**src/rtl/delta_channel_scheduler.sv**
```systemverilog
// Shares one 4-bit delta-modulation compare datapath across NUM_CH channels,
// turning tagged samples into ON/OFF spike events over valid/ready streams.
module delta_channel_scheduler #(
  parameter int unsigned NUM_CH = 4,
  parameter int unsigned CH_W   = 2,
  parameter int unsigned CNT_W  = 8
) (
  input  logic             clk,
  input  logic             reset,
  input  logic             in_valid,
  output logic             in_ready,
  input  logic [CH_W-1:0]  in_ch,
  input  logic [3:0]       in_data,
  input  logic             cfg_we,
  input  logic [3:0]       cfg_threshold,
  input  logic             cfg_off_spike,
  output logic             ev_valid,
  input  logic             ev_ready,
  output logic [CH_W-1:0]  ev_ch,
  output logic [1:0]       ev_spike,
  output logic [CNT_W-1:0] spike_count
);

  // Per-channel prev storage spans the full id space so out-of-range ids never index past the end.
  localparam int unsigned DEPTH = 1 << CH_W;

  typedef enum logic [1:0] {S_IDLE, S_CMP, S_EMIT} state_t;

  state_t            r_state, w_next;
  logic [CH_W-1:0]   r_ch;
  logic [3:0]        r_data;
  logic [3:0]        r_thr;
  logic              r_off;
  logic [3:0]        r_cfg_thr;
  logic              r_cfg_off;
  logic [3:0]        r_prev [DEPTH];
  logic [DEPTH-1:0]  r_init;
  logic [CH_W-1:0]   r_ev_ch;
  logic [1:0]        r_ev_spike;
  logic [CNT_W-1:0]  r_cnt;

  logic [3:0]        w_prev;
  logic [3:0]        w_diff;
  logic              w_rise, w_fall, w_ch_ok, w_on, w_off, w_fire;

  always_comb begin
    w_prev  = r_prev[r_ch];
    w_rise  = r_data > w_prev;
    w_fall  = r_data < w_prev;
    w_diff  = w_rise ? (r_data - w_prev) : (w_prev - r_data);
    w_ch_ok = 32'(r_ch) < NUM_CH;
    w_on    = (w_diff > r_thr) && w_rise;
    w_off   = (w_diff > r_thr) && w_fall && r_off;
    w_fire  = w_ch_ok && r_init[r_ch] && (w_on || w_off);
  end

  always_ff @(posedge clk) begin
    if (reset) r_state <= S_IDLE;
    else       r_state <= w_next;
  end

  always_comb begin
    w_next = r_state;
    case (r_state)
      S_IDLE:  if (in_valid) w_next = S_CMP;
      S_CMP:   w_next = w_fire ? S_EMIT : S_IDLE;
      S_EMIT:  if (ev_ready) w_next = S_IDLE;
      default: w_next = S_IDLE;
    endcase
  end

  assign in_ready    = (r_state == S_IDLE);
  assign ev_valid    = (r_state == S_EMIT);
  assign ev_ch       = r_ev_ch;
  assign ev_spike    = r_ev_spike;
  assign spike_count = r_cnt;

  always_ff @(posedge clk) begin
    if (reset) begin
      r_ch       <= '0;
      r_data     <= '0;
      r_thr      <= '0;
      r_off      <= 1'b0;
      r_cfg_thr  <= '0;
      r_cfg_off  <= 1'b0;
      r_init     <= '0;
      r_ev_ch    <= '0;
      r_ev_spike <= '0;
      r_cnt      <= '0;
      for (int unsigned i = 0; i < DEPTH; i++) r_prev[i] <= '0;
    end else begin
      if (cfg_we) begin
        r_cfg_thr <= cfg_threshold;
        r_cfg_off <= cfg_off_spike;
      end
      // Sample snapshots the config registers before any coincident cfg write lands.
      if (r_state == S_IDLE && in_valid) begin
        r_ch   <= in_ch;
        r_data <= in_data;
        r_thr  <= r_cfg_thr;
        r_off  <= r_cfg_off;
      end
      if (r_state == S_CMP && w_ch_ok) begin
        if (!r_init[r_ch]) begin
          r_prev[r_ch] <= r_data;
          r_init[r_ch] <= 1'b1;
        end else if (w_fire) begin
          r_prev[r_ch] <= r_data;
          r_ev_ch      <= r_ch;
          r_ev_spike   <= w_on ? 2'b01 : 2'b10;
        end
      end
      if (r_state == S_EMIT && ev_ready && r_cnt != '1)
        r_cnt <= r_cnt + 1'b1;
    end
  end

endmodule

```
**config.mk**
```make
export PLATFORM = sky130hd
export DESIGN_NAME = delta_channel_scheduler
export DESIGN_NICKNAME = d
export VERILOG_FILES = /design/src/rtl/delta_channel_scheduler.sv
export SDC_FILE = /design/constraint.sdc
export NUM_CORES = 1
export LEC_CHECK = 0
export ABC_CLOCK_PERIOD_IN_PS = 5600
export CORE_MARGIN = 2
export CORE_UTILIZATION = 35
export CTS_CLUSTER_DIAMETER = 120
export CTS_CLUSTER_SIZE = 20
export DETAILED_ROUTE_END_ITERATION = 6
export HOLD_SLACK_MARGIN = 0.05
export PLACE_DENSITY = 0.53
export SLEW_MARGIN = 40
export SYNTH_ARGS = -nofsm -noshare
export SYNTH_HDL_FRONTEND = slang
export SYNTH_SLANG_ARGS = --single-unit
export TNS_END_PERCENT = 10
```
**constraint.sdc**
```tcl
create_clock -name clk -period 5.6 [get_ports clk]
set_clock_uncertainty 0.2 [all_clocks]
set_input_delay 1.12 -clock clk [delete_from_list [all_inputs] [get_ports clk]]
set_output_delay 1.12 -clock clk [all_outputs]
set_load 0.01 [all_outputs]
```
; ---- Yosys cells after proc, flatten, opt, wreduce, memory -nomap -nowiden
; Memories as Yosys holds them, arrays and structs flattened. A register that Yosys moved wholly into a read port is not among the register bits.
; Index checks and enable logic that the tools add are counted.
; W data, S select, Z words.
[totals]
mem_count = 1
register_bits = 34
out_inout_bits = 14
input_bits = 16
ramBits = 16
[memory_table]
columns = name, words, word_bits, read_ports, rd_clocked_by_memory_dff, wr, line
row1 = r_prev, 4, 4, 1, 1, 4, 36  ; logic [3:0] r_prev [DEPTH];
[classes]
mux = 27
magnitude_cmp = 5
bitwise = 3
addsub = 3
n_eq_ne = 5
n_reduce_logical = 14
[op_table]
columns = cell, n
row1 = $mux W1, 14
row2 = $mux W2, 7
row3 = $mux W4, 3
row4 = $add A8 B1 Y8 const B, 1
row5 = $gt A4 B4 Y1, 2
row6 = $logic_and A1 B1 Y1, 8
row7 = $ne A8 B8 Y1 const B, 1
row8 = $sub A4 B4 Y4, 2
row9 = $pmux W2 S3, 1
row10 = $lt A4 B4 Y1, 1
row11 = $or A4 B4 Y4, 1
row12 = $reduce_and A2 Y1, 2
row13 = $reduce_or A4 Y1, 1
row14 = $lt A2 B3 Y1 const B, 1
row15 = $reduce_and A3 Y1, 1
row16 = $bmux W1 S2, 1
row17 = $demux W1 S2, 1
row18 = $eq A2 B1 Y1 const B, 1
row19 = $eq A2 B2 Y1 const B, 1
row20 = $ge A2 B1 Y1 const B, 1
row21 = $logic_not A2 Y1, 1
row22 = $ne A2 B1 Y1 const B, 1
row23 = $ne A2 B2 Y1 const B, 1
row24 = $logic_or A1 B1 Y1, 1
row25 = 2 further kinds, 2

; ---- Depth between registers and ports, before layout
[depth]
depth_word = 15
mapped_depth = 16
mapped_depth_nobuf = 15

; ---- Worst setup path after synthesis
; OpenSTA, ideal clock, no wires.
[synth_path]
kind = reg-to-reg
startpoint = reg (tool-made name)
endpoint = mem r_prev[0][0], enable pin
arrival_time_ns = 3.594
stages_incl_launch_ff = 15
setup_time_ns = 0.373
synth_period_minus_slack_ns = 4.167
slack_ns = 1.433
required_time_ns = 5.027
path_buffers = 0
cell_sequence = dfxtp_1 > mux4_2 > ha_1 > inv_1 > fa_1 > a21o_1 > a21oi_1 > nor2_1 > mux2_2 > ha_1 > nor2b_1 > o211ai_1 > a211oi_4 > a21oi_4 > o31ai_1
[synth_lines]
columns = element, line
row1 = "end, declared", 36

==> run_results.csv <==
group,metric,value,unit
timing,slew_of_the_pin_with_the_lowest_slew_margin,0.680,ns
timing,timing.max_slew.rel_slack,0.543,
timing,timing.final.hold_violations,0,
final_layout,utilization,0.421,
setup_path,worstPathCellList,"mux4_2 -> ha_1 -> inv_1 -> fa_1 -> a21o_1 -> a21oi_1 -> nor2_1 -> mux2_2 -> ha_1 -> nor2b_1 -> o211ai_1 -> a211oi_4 -> a21oi_4 -> o21ai_0",
power_and_ir_drop,report.power.total,0.000797,W
global_route,pin_count_of_the_biggest_net_entering_global_routing,38,
logic_synthesis,syn_area_per_cell,10.1,um2
clock_network,cts_root_buffer,"sky130_fd_sc_hd__clkbuf_8",
setup_path,worst-path-max-fanout,19,
clock_network,cts_repair_resize_count,0,
placement,numPlacedInstances,373,
clock_network,clkTransAtPathRegs,0.09,ns
timing,drv_slew,0,
routing,routed_wirelength,5.47,mm
routing,detail_route.wl_per_cell,14.3,um
setup_path,setup.worst_path.start_class,"register",
global_route,groute.usage.overall,0.149,
timing,fmax,0.214,GHz
logic_synthesis,syn-instance-count,255,
timing,setup_tns,0,ns
setup_path,critical_path_required,5.39,ns
routing,drt_iter0_drc,69,
floorplan,num_rows,31,
clock_network,post_cts_hold_buffer_count,0,
routing,detailedRoute.firstPassIterationCount,4,
setup_path,worst-endpoint-arrival,4.47,ns
setup_path,worst_path_max_delay_cell,"sky130_fd_sc_hd__mux4_2",
min_path,worstHoldStart,"r_cfg_thr[0]",
routing,route.detailed.drc,0,
floorplan,core_area,7180,um2
clock_network,cts.repair_timing.setup_buffer_count,0,
logic_synthesis,synth-warning-count,0,
power_and_ir_drop,power_density,264,nW/um2
clock_network,cts_buffers,5,
floorplan,io_pins,30,
placement,place_congestion,0.780,
floorplan,dieHeight,89.7,um
logic_synthesis,synthesis.nets,285,
power_and_ir_drop,ir_worst_vdd,0.000107,V
clock_network,cts_max_level,2,
setup_path,critical-path-top-cell-by-count,"sky130_fd_sc_hd__ha_1",
global_route,grt_remaining_overflow,0,
min_path,hp-class,"reg -> reg",
floorplan,start_util,0.358,
logic_synthesis,synth-main-ff-cell,"sky130_fd_sc_hd__dfxtp_1",
logic_synthesis,count_of_flip_flops_with_a_built_in_enable_after_synthesis,16,
setup_path,slowest_delay,0.56,ns
logic_synthesis,netlist-cell-type-count,46,
final_layout,drive_above_1_share,0.0957,
logic_synthesis,synth.yosys.seq_area_share,0.468,
final_layout,area_delta_synth_final,17.6,%
clock_network,clock_tree_buffer_depth,2,
final_layout,fin_area,3020,um2
power_and_ir_drop,p_leak,1.08,nW
placement,post_dp_cell_area,2930,um2
flow_run,max_cap_viol_count,0,
timing,rsz0062_at_grt,"false",
logic_synthesis,async_flop_share,0,
logic_synthesis,postSynthRegisterBits,52,
final_layout,final_non_filler_cells,381,
clock_network,clock_latency,0.30,ns
global_route,antenna_found_initial,0,
timing,finalCritPeriodShare,0.835,
placement,io_buffers,29,
global_route,grt_pass1_wl,8.95,mm
global_route,number_of_global_route_vias_before_repair,1804,
routing,avgViaCountPerCell,4.90,
setup_path,worstSetupEndpointType,"register",
floorplan,die-width,89.7,um
timing,setup_violations,0,
final_layout,finish.net_count,311,
logic_synthesis,synthesis.area,2570,um2
placement,place.detailed.hpwl,4.02,mm
routing,postRouteAntennaNets,0,
timing,period_minus_slack,4.68,ns
final_layout,antenna_cells,0,
setup_path,critPathKind,"reg -> reg",
floorplan,die_area,8040,um2
clock_network,cts_tree,"yes",
status,outcome,"finished clean",
clock_network,clkSinkCount,52,
routing,vias,1866,
-- layer usage --
metal,GRT usage,share of wire,up-vias
met3,0.0320,0.023,6
met5,0,0,-
met2,0.236,0.47,26
met4,0.0448,0.014,0
met1,0.205,0.49,898
li1,-,-,936
-- Yosys cell counts (2+ instances only) --
cell type | number | area (um2)
sky130_fd_sc_hd__nand2_1 | 38 | 143
sky130_fd_sc_hd__dfxtp_1 | 36 | 721
sky130_fd_sc_hd__nor2_1 | 23 | 86.3
sky130_fd_sc_hd__a21oi_1 | 20 | 100
sky130_fd_sc_hd__edfxtp_1 | 16 | 480
sky130_fd_sc_hd__inv_1 | 16 | 60.1
sky130_fd_sc_hd__ha_1 | 12 | 150
sky130_fd_sc_hd__mux2i_1 | 10 | 100
sky130_fd_sc_hd__clkbuf_1 | 7 | 26.3
sky130_fd_sc_hd__a31oi_1 | 5 | 31.3
sky130_fd_sc_hd__mux4_2 | 5 | 113
sky130_fd_sc_hd__nand3_1 | 5 | 25.0
sky130_fd_sc_hd__nor3_2 | 5 | 50.1
sky130_fd_sc_hd__xnor2_1 | 5 | 43.8
sky130_fd_sc_hd__nor2b_1 | 4 | 25.0
sky130_fd_sc_hd__nor3_1 | 4 | 20.0
sky130_fd_sc_hd__o21ai_0 | 4 | 20.0
sky130_fd_sc_hd__a21o_1 | 3 | 22.5
sky130_fd_sc_hd__nor4_1 | 3 | 18.8
sky130_fd_sc_hd__buf_1 | 2 | 7.51
sky130_fd_sc_hd__fa_1 | 2 | 40.0
sky130_fd_sc_hd__nand2b_1 | 2 | 12.5
sky130_fd_sc_hd__nand4_1 | 2 | 12.5
sky130_fd_sc_hd__o31ai_1 | 2 | 15.0
sky130_fd_sc_hd__or3_1 | 2 | 12.5
sky130_fd_sc_hd__xor2_1 | 2 | 17.5
-- per-stage QoR --
step | hold slack, ns | setup slack (ns)
2_1_floorplan | 0.231 | 1.43
3_3_place_gp | 0.247 | 1.09
3_5_place_dp | 0.251 | 0.958
4_1_cts | 0.264 | 0.931
5_1_grt | 0.296 | 0.590
6_report | 0.259 | 0.922
-- placed cells by master (no fill, tap or decap), types with 2 or more instances in the layout --
master                            netlist  layout
sky130_fd_sc_hd__nor4_1                 3       3
sky130_fd_sc_hd__nand2_1               38      38
sky130_fd_sc_hd__nand2b_1               2       2
sky130_fd_sc_hd__nor3_2                 5       5
sky130_fd_sc_hd__nor2_1                23      23
sky130_fd_sc_hd__a21oi_1               20      20
sky130_fd_sc_hd__clkdlybuf4s50_1        0      29
sky130_fd_sc_hd__mux2i_1               10      10
sky130_fd_sc_hd__o31ai_1                2       2
sky130_fd_sc_hd__mux4_2                 5       5
sky130_fd_sc_hd__a31oi_1                5       5
sky130_fd_sc_hd__a21o_1                 3       3
sky130_fd_sc_hd__ha_1                  12      12
sky130_fd_sc_hd__nand4_1                2       2
sky130_fd_sc_hd__o21ai_0                4       4
sky130_fd_sc_hd__clkbuf_8               0       6
sky130_fd_sc_hd__nor2b_1                4       4
sky130_fd_sc_hd__dfxtp_1               36      36
sky130_fd_sc_hd__clkbuf_1               7       2
sky130_fd_sc_hd__nor3_1                 4       4
sky130_fd_sc_hd__edfxtp_1              16      16
sky130_fd_sc_hd__xor2_1                 2       2
sky130_fd_sc_hd__inv_1                 16      16
sky130_fd_sc_hd__or3_1                  2       2
sky130_fd_sc_hd__fa_1                   2       2
sky130_fd_sc_hd__nand3_1                5       5
sky130_fd_sc_hd__xnor2_1                5       5
-- path summary, 6_finish.rpt --
kind | slack (ns) | endpoint | depth (start not counted)
max | 0.92 | r_prev[1][1] | 14
min | 0.26 | r_thr[0] | 2
max reg2reg | 0.92 | r_prev[1][1] | 14
min reg2reg | 0.26 | r_thr[0] | 2
-- state kept, by name (all words and copies together), names as in the netlist, 4 cells and up, named ones only --
name,flops
r_data,4
spike_count,8
r_prev,16
r_init,4
r_cfg_thr,4
r_thr,4
-- worst max-delay path, delay by kind of cell (launching register included) --
family / cells / cell delay (ns)
flops: 1 / 0.46
buf+inv: 1 / 0.08
fa+ha+maj: 3 / 0.67
simple gates: 2 / 0.47
compound gates: 6 / 1.53
mux: 2 / 0.95
-- logic make-up after synthesis --
kind of cell / after synthesis / share of synthesized area
flip-flops: 52 / 0.468
buffers and inverters: 27 / 0.0468
XOR/XNOR: 7 / 0.0239
adder cells (fa/ha/maj): 14 / 0.0741
AO/OA/AOI/OAI: 40 / 0.102
AND/OR/NAND/NOR: 99 / 0.198
multiplexers: 16 / 0.0872
-- power by group --
| part | switching [W] | internal, W |
|---|---|---|
| clock network | 0.000116 | 0.000101 |
| registers | 0.0000123 | 0.000403 |
| logic | 0.0000938 | 0.0000702 |
-- area by class of cell --
| cell class | instances | area, um2 |
|---|---|---|
| clock buffer | 8 | 90.1 |
| fill | 724 | 4160 |
| inverter | 16 | 60.1 |
| multi-input combinational | 176 | 1250 |
| sequential | 52 | 1200 |
| tap | 99 | 124 |
| timing repair buffer | 30 | 298 |
Note: power is estimated with default switching activity, not from simulation.
